[src/rtl/pw_detect_pkg.sv]
// Shared types and constants for the multi-channel LED pulse stretcher.
// Default timing assumes a 50 MHz clkin: 1 s hold and 0.5 s group window.
package pw_detect_pkg;

    typedef enum logic {
        IDLE = 1'b0,
        OPEN = 1'b1
    } win_state_e;

    localparam int DEFAULT_HOLD_CYCLES   = 50_000_000;
    localparam int DEFAULT_WINDOW_CYCLES = 25_000_000;

    // Bits needed for a down-counter that is loaded with max_count.
    function automatic int cnt_width(input int max_count);
        return (max_count < 1) ? 1 : $clog2(max_count + 1);
    endfunction

endpackage

[src/rtl/pw_chan_stretch.sv]
// One channel: synchroniser and rise detector, followed by a hold counter
// that keeps the LED lit for HOLD_CYCLES cycles after each press.
module pw_chan_stretch
    import pw_detect_pkg::*;
#(
    parameter int HOLD_CYCLES = DEFAULT_HOLD_CYCLES,
    parameter int RETRIGGER   = 1
) (
    input  logic clkin,
    input  logic reset,
    input  logic btn,
    input  logic clr,
    output logic rise,
    output logic led
);

    localparam int HOLD_W = cnt_width(HOLD_CYCLES);
    localparam logic [HOLD_W-1:0] HOLD_LOAD = HOLD_W'(HOLD_CYCLES);

    // Stages 0-1 resolve metastability; stages 2-3 feed the edge compare.
    logic [3:0]        sync;
    logic [HOLD_W-1:0] cnt;
    logic              load;

    always_ff @(posedge clkin) begin
        if (reset) begin
            sync <= '0;
        end else begin
            sync <= {sync[2:0], btn};
        end
    end

    assign rise = sync[2] & ~sync[3];
    assign load = rise && ((RETRIGGER != 0) || (cnt == '0));

    // A group clear wins over a reload landing on the same edge.
    always_ff @(posedge clkin) begin
        if (reset || clr) begin
            cnt <= '0;
        end else if (load) begin
            cnt <= HOLD_LOAD;
        end else if (cnt != '0) begin
            cnt <= cnt - HOLD_W'(1);
        end
    end

    assign led = (cnt != '0);

endmodule

[src/rtl/pw_multi_led_timer.sv]
// N-channel pushbutton pulse stretcher with a shared group-press window;
// when every channel presses inside one window, all_hit pulses and LEDs clear.
module pw_multi_led_timer
    import pw_detect_pkg::*;
#(
    parameter int N_CH          = 4,
    parameter int HOLD_CYCLES   = DEFAULT_HOLD_CYCLES,
    parameter int WINDOW_CYCLES = DEFAULT_WINDOW_CYCLES,
    parameter int RETRIGGER     = 1,
    parameter int CLEAR_ON_ALL  = 1
) (
    input  logic            clkin,
    input  logic            reset,
    input  logic [N_CH-1:0] btn,
    output logic [N_CH-1:0] led,
    output logic            win_open,
    output logic            all_hit,
    output logic [N_CH-1:0] hit_mask
);

    localparam int WIN_W = cnt_width(WINDOW_CYCLES);
    localparam logic [WIN_W-1:0] WIN_LOAD = WIN_W'(WINDOW_CYCLES);

    win_state_e       state, state_next;
    logic [WIN_W-1:0] wcnt, wcnt_next;
    logic [N_CH-1:0]  mask, mask_next;
    logic [N_CH-1:0]  rise;
    logic             close_now;
    logic             group_hit;
    logic             clr_all;

    for (genvar c = 0; c < N_CH; c++) begin : g_chan
        pw_chan_stretch #(
            .HOLD_CYCLES (HOLD_CYCLES),
            .RETRIGGER   (RETRIGGER)
        ) u_chan (
            .clkin (clkin),
            .reset (reset),
            .btn   (btn[c]),
            .clr   (clr_all),
            .rise  (rise[c]),
            .led   (led[c])
        );
    end

    // Rises on the closing cycle still count, but cannot reopen a window.
    always_comb begin
        state_next = state;
        wcnt_next  = wcnt;
        mask_next  = mask;
        close_now  = 1'b0;
        case (state)
            IDLE: begin
                if (|rise) begin
                    state_next = OPEN;
                    wcnt_next  = WIN_LOAD;
                    mask_next  = rise;
                end
            end
            OPEN: begin
                mask_next = mask | rise;
                wcnt_next = wcnt - WIN_W'(1);
                if (wcnt == WIN_W'(1)) begin
                    close_now  = 1'b1;
                    state_next = IDLE;
                end
            end
            default: begin
                state_next = IDLE;
            end
        endcase
    end

    assign group_hit = close_now && (&mask_next);
    assign clr_all   = group_hit && (CLEAR_ON_ALL != 0);

    always_ff @(posedge clkin) begin
        if (reset) begin
            state    <= IDLE;
            wcnt     <= '0;
            mask     <= '0;
            hit_mask <= '0;
            all_hit  <= 1'b0;
        end else begin
            state   <= state_next;
            wcnt    <= wcnt_next;
            mask    <= mask_next;
            all_hit <= group_hit;
            if (close_now) begin
                hit_mask <= mask_next;
            end
        end
    end

    assign win_open = (state == OPEN);

endmodule
[config.mk]
export PLATFORM = sky130hd
export DESIGN_NAME = pw_multi_led_timer
export DESIGN_NICKNAME = d
export VERILOG_FILES = /design/src/rtl/pw_detect_pkg.sv /design/src/rtl/pw_chan_stretch.sv /design/src/rtl/pw_multi_led_timer.sv
export SDC_FILE = /design/constraint.sdc
export NUM_CORES = 1
export LEC_CHECK = 0
export BUFFER_PORTS_ARGS = -buffer_cell sky130_fd_sc_hd__clkbuf_2
export CORE_ASPECT_RATIO = 1.2
export CORE_MARGIN = 1.5
export CORE_UTILIZATION = 55
export DETAILED_ROUTE_END_ITERATION = 8
export PLACE_DENSITY = 0.71
export SLEW_MARGIN = 20
export SYNTH_ARGS = -nofsm -noshare
export SYNTH_HDL_FRONTEND = slang
export SYNTH_SLANG_ARGS = --single-unit
[constraint.sdc]
create_clock -name clkin -period 3.6 [get_ports clkin]
set_input_delay 0.36 -clock clkin [delete_from_list [all_inputs] [get_ports clkin]]
set_output_delay 0.36 -clock clkin [all_outputs]
set_load 0.01 [all_outputs]
Word-level counts from Yosys, hierarchy flattened
Index checks and enable logic that the tools add are counted. W data, S select, Z words.

Register bits after elaboration: 155. Latch bits: 0. Bits in writable memories: 0. Bits in read-only memories: 0. Input port bits: 6. Output and inout port bits: 10. Logic and storage cells: 67. Memories: 0.

$add $sub $neg: 5. Multipliers: 0. Div/mod/pow operators: 0. Order comparisons: 0. Eq/ne operators: 2. Shift-type cells: 0. Multiplexer cells: 17. Bitwise logic cells: 10. Reductions and logical operators: 16.

Operators by type and width (number): $mux W26 (8); $reduce_bool A26 Y1 (4); $sub A26 B1 Y26 const B (4); $pmux W25 S2 (1); $eq A25 B1 Y1 const B (1); $mux W25 (1); $sub A25 B1 Y25 const B (1); $pmux W4 S2 (1); $reduce_bool A2 Y1 (4); $reduce_or A2 Y1 (4); $not A1 Y1 (5); $and A1 B1 Y1 (4); $mux W1 (4); $mux W4 (1); $or A4 B4 Y4 (1); $reduce_and A4 Y1 (1); $reduce_or A4 Y1 (1); $ne A2 B2 Y1 const B (1); $pmux W1 S2 (1); $logic_and A1 B1 Y1 (1); $logic_or A1 B1 Y1 (1).

Logic depth before layout (Yosys ltp)
Gate-level depths: netlist (run 1).

Word-level depth: 9. Depth in mapped cells: 9.

Modules after synthesis
A second synthesis (run 1) with hierarchy kept.

Cell total of the unflattened synthesis: 842. Area, all modules: 7492.2 µm².

By module, submodules not included: pw_chan_stretch (instances 4, cells an instance 164, area an instance 1447.6 µm², seq. area each 600.6 µm²); pw_multi_led_timer (instances 1, cells an instance 186, area an instance 1701.6 µm², seq. area each 700.7 µm²).

Least setup slack after synthesis (run 1)
Ideal clock, no wire load.

Path type: register -> register. Start point: register wcnt[8]. End point: register g_chan[0].u_chan.cnt[10]. Library setup time: 0.132 ns. Arrival: 3.018 ns. Data required time: 3.468 ns. Slack: 0.450 ns. Stages on the path, launching flop included: 9. Cells stage by stage: dfxtp_1 or4_1 clkbuf_1 or4_1 clkbuf_1 or4_4 o41ai_4 buf_6 nor3_1.

Cells in the longest elaborated chain, start to end: 6.

RTL lines: from (decl) (line pw_multi_led_timer.sv:25) `logic [WIN_W-1:0] wcnt, wcnt_next;`; from (signal assigned) (line pw_multi_led_timer.sv:86) `wcnt <= wcnt_next;`; $eq A25 B1 Y1 (line pw_multi_led_timer.sv:63) `if (wcnt == WIN_W'(1)) begin`; $mux W1 (line pw_multi_led_timer.sv:63); $mux W1 (line pw_multi_led_timer.sv:52) `case (state)`; $logic_and A1 B1 Y1 (line pw_multi_led_timer.sv:74) `assign group_hit = close_now && (&mask_next);`; $logic_or A1 B1 Y1 (line pw_chan_stretch.sv:38) `if (reset || clr) begin`; $reduce_or A2 Y1 (no source line); to (signal assigned) (line pw_chan_stretch.sv:43) `cnt <= cnt - HOLD_W'(1);`; to (decl) (line pw_chan_stretch.sv:22) `logic [HOLD_W-1:0] cnt;`.

No other way between the ends. A chain may end at the register's enable or synchronous reset.

Final worst setup path (run 1)
Start point: register g_chan[0].u_chan.cnt[3]. End point: output port led[0].

Cells in the longest elaborated chain, start to end: 1.

RTL lines: $reduce_bool A26 Y1 (line pw_chan_stretch.sv:47) `assign led = (cnt != '0);`; to (decl) (line pw_multi_led_timer.sv:15) `output logic [N_CH-1:0] led,`.

No other way between the ends.

==> results of run 1 <==
[cell usage in the layout, fill, tap and decap left out, types with 4 or more instances in the layout]
cell type / count
a211oi_1: 21
a21oi_1: 47
a311oi_1: 7
a31oi_1: 26
and2_1: 4
and3_1: 4
buf_4: 19
bufinv_16: 4
clkbuf_16: 17
clkbuf_2: 15
clkinv_2: 4
dfxtp_1: 155
ha_1: 6
inv_1: 21
mux2i_1: 6
nand2_1: 18
nand2b_1: 9
nand3_1: 16
nand4_1: 14
nand4b_1: 5
nor2_1: 47
nor2b_1: 27
nor3_1: 82
nor3b_1: 6
nor4_1: 34
o2111ai_1: 5
o211ai_1: 15
o21ai_0: 38
o31ai_1: 14
or2_2: 4
or3_1: 39
or4_1: 36
xnor2_1: 17
xor2_1: 41
[per-stage QoR]
step,total power [W],cells
after detailed placement,0.00650,1010
after global routing,0.00905,1041
after floorplan,0.00570,861
final,0.00841,1041
after global placement,0.00634,1010
after CTS,0.00842,1041
[worst reg2reg max path, stage by stage, from the launching register on]
cell	delay (ps)
dfxtp_1	360
or4_1	640
or4_1	560
or4_4	560
o41ai_4	460
buf_4	360
nor3_1	120
[routing by layer]
metal / vias up / global-route usage
li1: 3271 / -
met1: 3192 / 0.279
met2: 81 / 0.403
met3: 19 / 0.0565
met4: 0 / 0.0801
met5: - / 0
[final timing paths]
kind | startpoint | end | cells after the start
max reg2reg | wcnt[8]$_SDFFE_PP0P_ | g_chan[1].u_chan.cnt[10]$_SDFFE_PP0P_ | 6
min | btn[1] | g_chan[1].u_chan.sync[0]$_SDFF_PP0_ | 2
max | g_chan[0].u_chan.cnt[3]$_SDFFE_PP0P_ | led[0] | 4
min reg2reg | g_chan[1].u_chan.sync[0]$_SDFF_PP0_ | g_chan[1].u_chan.sync[1]$_SDFF_PP0_ | 1
[report_power, final]
group,leakage [nW],internal (W),switching [W]
logic,1.43,0.00154,0.00229
clock network,0.299,0.00117,0.000697
registers,1.27,0.00220,0.000501
[registers in the layout (all words and copies together), names as in the netlist]
| name | cells |
|---|---|
| hit_mask | 4 |
| g_chan.u_chan.sync | 16 |
| all_hit | 1 |
| win_open | 1 |
| g_chan.u_chan.cnt | 104 |
| mask | 4 |
| wcnt | 25 |
[kinds of logic after synthesis]
| group | count (synthesis) |
|---|---|
| AO/OA/AOI/OAI | 197 |
| multiplexers | 9 |
| AND/OR/NAND/NOR | 360 |
| adder cells (fa/ha/maj) | 6 |
| XOR/XNOR | 58 |
| flip-flops | 155 |
| buffers and inverters | 76 |
[final cells by class]
class,count,area (µm²)
sequential,155,3100
clock buffer,19,443
timing repair buffer,35,238
inverter,22,82.6
fill,1128,4990
multi-input combinational,630,4060
tap,168,210
clock inverter,12,173
==> impl_metrics.tcl, run 1 <==
set metrics [dict create \
    cts_tree "built" \
    yosysTopAreaCellShare 0.412 \
    yosysTopAreaCell "dfxtp_1" \
    cts_buffer_depth 2 \
    dr.pass1.iters 5 \
    period_minus_slack_ps 3300 \
    synth_edf_count 0 \
    initial_core_util 0.566 \
    hold_violations 0 \
    ys_async_sr_fraction 0 \
    yosysSeqAreaShare 0.412 \
    syn-mean-instance-area_um2 8.74 \
    cts_num_sinks 155 \
    area_delta_synth_final_pct 10.3 \
    globalRouteTotalUtil 0.234 \
    hold_ws_ps 141 \
    wl_met3_um 460 \
    place_area_um2 7690 \
    powerDensity_nw_per_um2 1010 \
    grt_remaining_overflow 0 \
    tightest_slew_ps 946 \
    diodes 0 \
    antenna_found_initial 0 \
    fin_area_um2 8310 \
    maxCapViolations 0 \
    slowest_stage "or4_1" \
    synthCells 861 \
    crit_arrival_ps 2940 \
    layout.nets 873 \
    ant_nets 0 \
    grt_start_max_net_pins 65 \
    wl_um 16300 \
    port_buffers 15 \
    grt_pass1_vias 6249 \
    path_delay_family "simple AND/OR/NAND/NOR gates" \
    ys_top_cells_by_area "dfxtp_1 (41%), nor3_1 (5.5%), xor2_1 (4.8%), or4_1 (3.6%), or3_1 (3.2%)" \
    wire_per_inst_um 15.6 \
    cpMostUsedCell "or4_1" \
    end_kind "primary output" \
    cts_resized 0 \
    synth_common_cells "dfxtp_1 (155), nor3_1 (82), a21oi_1 (47), nor2_1 (47), xor2_1 (41)" \
    synthMuxAreaShare 0.0125 \
    period_share 0.918 \
    layout_setup_ws_ps 296 \
    synthAdderAreaFrac 0.00997 \
    cts_setup_buffers 0 \
    max_freq_ghz 0.303 \
    regToRegSetupSlack_ps 410 \
    synth_top_family_by_area "simple AND/OR/NAND/NOR gates" \
    cts_root_buffer "clkbuf_16" \
    hold_class "in2reg" \
    viasPerCell 6.30 \
    top_layer "met4" \
    fp.dieH_um 131 \
    cp-start-kind "flip-flop" \
    yosysMostFrequentCell "dfxtp_1" \
    ys_seq_elements 155 \
    drive_gt1_frac 0.0939 \
    cts_max_level 4 \
    path_cells "or4_1 -> or4_1 -> or4_1 -> clkbuf_2" \
    synth_compound_area_frac 0.172 \
    die_area_um2 14400 \
    pre_cts_ws_ps 426 \
    synth_area_um2 7530 \
    num_rows 46 \
    cts_buffers 17 \
    maxSlewViolCount 0 \
    fp.dieW_um 110 \
    crit_buf_inv 1 \
    post-route-util 0.625 \
    synth_ff_type "dfxtp_1" \
    synth_fp_nets 873 \
    required_ps 3240 \
    hold_buffers 0 \
    clk_latency_ps 430 \
    place.gp.congestion 0.835 \
    met2_length_um 8260 \
    hpwl_um 10800 \
    setup.worst_path.class "reg2out" \
    met1Wirelength_um 7340 \
    grt_pass1_wl_um 27600 \
    p_leak_nw 2.99 \
    synth-xor-area-share 0.0675 \
    rsz0062_at_grt "no" \
    drc_errors 0 \
    clock_skew_ps 9.17 \
    setup_violations 0 \
    io_pins 16 \
    path_clk_slew_ps 60 \
    drtIter0Drc 405 \
    outcome "complete, no violations" \
    core_area_um2 13300 \
    slowest_delay_ps 760 \
    fin_setup_tns_ps 0 \
    vdd_drop_max_uv 677 \
    synthDistinctLibCells 58 \
    dr_total_vias 6563 \
    synth_warnings 0 \
    relSlewSlack 0.363 \
    crit_path_max_fanout 12 \
    yosys.area_share.simple 0.277 \
]
Note: power is estimated with default switching activity, not from simulation.
==> inputs of run 2 (changes only) <==
--- a/config.mk
+++ b/config.mk
@@ -5,7 +5,7 @@
 export SDC_FILE = /design/constraint.sdc
 export NUM_CORES = 1
 export LEC_CHECK = 0
-export BUFFER_PORTS_ARGS = -buffer_cell sky130_fd_sc_hd__clkbuf_2
+export BUFFER_PORTS_ARGS = -buffer_cell sky130_fd_sc_hd__buf_2
 export CORE_ASPECT_RATIO = 1.2
 export CORE_MARGIN = 1.5
 export CORE_UTILIZATION = 55
==> run 2 against run 1 <==
  * Hold slack better by 4.9 ps
  * Clock power is 8% lower
  * Die area stayed put
  * Clock skew is 0.98 ps lower
  * Critical path depth stayed put
  * Cell area is 0.62% lower
  * Cell count stayed put
  * Sequential power hardly changed
  * Critical path type unchanged
  * Critical endpoint unchanged
  * Largest power group unchanged
==> impl_metrics.tcl, run 2 (synthesis gave the netlist of run 1 again) <==
set metrics [dict create \
    grt_pass1_vias 6217 \
    p_total_w 0.00828 \
    clk_latency_ps 430 \
    port_buffers 15 \
    seq_power_share 0.327 \
    regToRegSetupSlack_ps 390 \
    hold_path_end "g_chan[1].u_chan.sync[0]$_SDFF_PP0_" \
    fp.dieW_um 110 \
    viasPerCell 6.30 \
    largest_register "g_chan.u_chan.cnt" \
    post-route-util 0.621 \
    fp.dieH_um 131 \
    hold_depth 2 \
    dr_total_vias 6561 \
    layout_commonest_cell "dfxtp_1" \
    ant_nets 0 \
    r2r_start "wcnt[8]$_SDFFE_PP0P_" \
    period_minus_slack_ps 3280 \
    diodes 0 \
    antenna_found_initial 0 \
    path_clk_slew_ps 60 \
    grt_pass1_wl_um 28200 \
    cp-start-kind "flip-flop" \
    cts_root_buffer "clkbuf_16" \
    crit_arrival_ps 2920 \
    cts_resized 0 \
    num_rows 46 \
    cts_buffers 17 \
    vdd_drop_max_uv 633 \
    p_clk_frac 0.208 \
    largest_reg_flops 104 \
    power_switching_w 0.00354 \
    core_area_um2 13300 \
    io_pins 16 \
    fin_setup_tns_ps 0 \
    hold_buffers 0 \
    drive_gt1_frac 0.0939 \
    drtIter0Drc 516 \
    layout.nets 872 \
    dr.pass1.iters 5 \
    cts_tree "built" \
    internal-power_w 0.00474 \
    cts_num_sinks 155 \
    wire_per_inst_um 15.8 \
    clock_skew_ps 8.19 \
    rsz0062_at_grt "no" \
    tightest_slew_ps 935 \
    setup_violations 0 \
    required_ps 3240 \
    outcome "complete, no violations" \
    grt_start_max_net_pins 91 \
    period_share 0.912 \
    p_leak_nw 2.96 \
    grt_remaining_overflow 0 \
    crit_path_max_fanout 12 \
    die_area_um2 14400 \
    cts_buffer_depth 2 \
    max_freq_ghz 0.305 \
    initial_core_util 0.566 \
    area_delta_synth_final_pct 9.66 \
    wl_um 16400 \
    hpwl_um 10800 \
    maxCapViolations 0 \
    layout_common_cells "dfxtp_1 (155), nor3_1 (82), nor2_1 (47), a21oi_1 (47), xor2_1 (41)" \
    min_from "btn[1]" \
    maxSlewViolCount 0 \
    powerDensity_nw_per_um2 1000 \
    reg_top3 "g_chan.u_chan.cnt (104), wcnt (25), g_chan.u_chan.sync (16)" \
    p_comb_frac 0.465 \
    end_kind "primary output" \
    globalRouteTotalUtil 0.240 \
    cts_setup_buffers 0 \
    reg2reg_to "g_chan[0].u_chan.cnt[7]$_SDFFE_PP0P_" \
    rr_worst_depth 6 \
    swShare 0.427 \
    setup.worst_path.class "reg2out" \
    cts_max_level 4 \
    hold_class "in2reg" \
    drc_errors 0 \
    place_area_um2 7680 \
    hold_violations 0 \
    fin_area_um2 8250 \
    relSlewSlack 0.371 \
    place.gp.congestion 0.841 \
]
==> run 2: worst max-delay path by stage <==
stage,to,cells past startpoint,start
after floorplan,g_chan[0].u_chan.cnt[10]$_SDFFE_PP0P_,8,wcnt[8]$_SDFFE_PP0P_
after detailed placement,g_chan[0].u_chan.cnt[7]$_SDFFE_PP0P_,6,wcnt[8]$_SDFFE_PP0P_
after CTS,led[0],4,g_chan[0].u_chan.cnt[3]$_SDFFE_PP0P_
after global routing,led[0],4,g_chan[0].u_chan.cnt[3]$_SDFFE_PP0P_
final,led[0],4,g_chan[0].u_chan.cnt[3]$_SDFFE_PP0P_
after global placement,g_chan[0].u_chan.cnt[7]$_SDFFE_PP0P_,6,wcnt[8]$_SDFFE_PP0P_
==> run 2: per-layer routing <==
metal | global-route usage | share of wire | vias up
li1 | - | - | 3259
met1 | 0.298 | 0.45 | 3177
met2 | 0.402 | 0.50 | 108
met3 | 0.0491 | 0.032 | 17
met4 | 0.0902 | 0.013 | 0
met5 | 0 | 0 | -
==> run 2: per-stage QoR <==
| step | setup slack (ps) | std cells | hold WS, ps |
|---|---|---|---|
| final | 317 | 1041 | 146 |
| after global routing | 213 | 1041 | 140 |
| after CTS | 308 | 1041 | 130 |
| after detailed placement | 408 | 1009 | 427 |
| after global placement | 508 | 1009 | 415 |
| after floorplan | 450 | 861 | 414 |
==> run 2: power by group through the flow <==
stage | Combinational [W] | Clock, W | Sequential [W]
floorplan | 0.00310 | 0 | 0.00260
global placement | 0.00366 | 0 | 0.00268
detailed placement | 0.00378 | 0 | 0.00272
CTS | 0.00383 | 0.00175 | 0.00270
global route | 0.00432 | 0.00182 | 0.00279
finish | 0.00385 | 0.00172 | 0.00271
==> run 2: worst max-delay path, cell delays in order, from the launching register on <==
cell     delay [ps]
dfxtp_1         360
or4_1           680
or4_1           750
or4_1           550
buf_2           150
==> run 2: layout make-up <==
cell class              instances  area (µm²)
repair buffers                 34         230
well taps                     168         210
clock buffers                  20         457
clock inverters                12         115
inverters                      22        82.6
multi-input cells             630        4060
flip-flops and latches        155        3100
fillers                      1143        5040
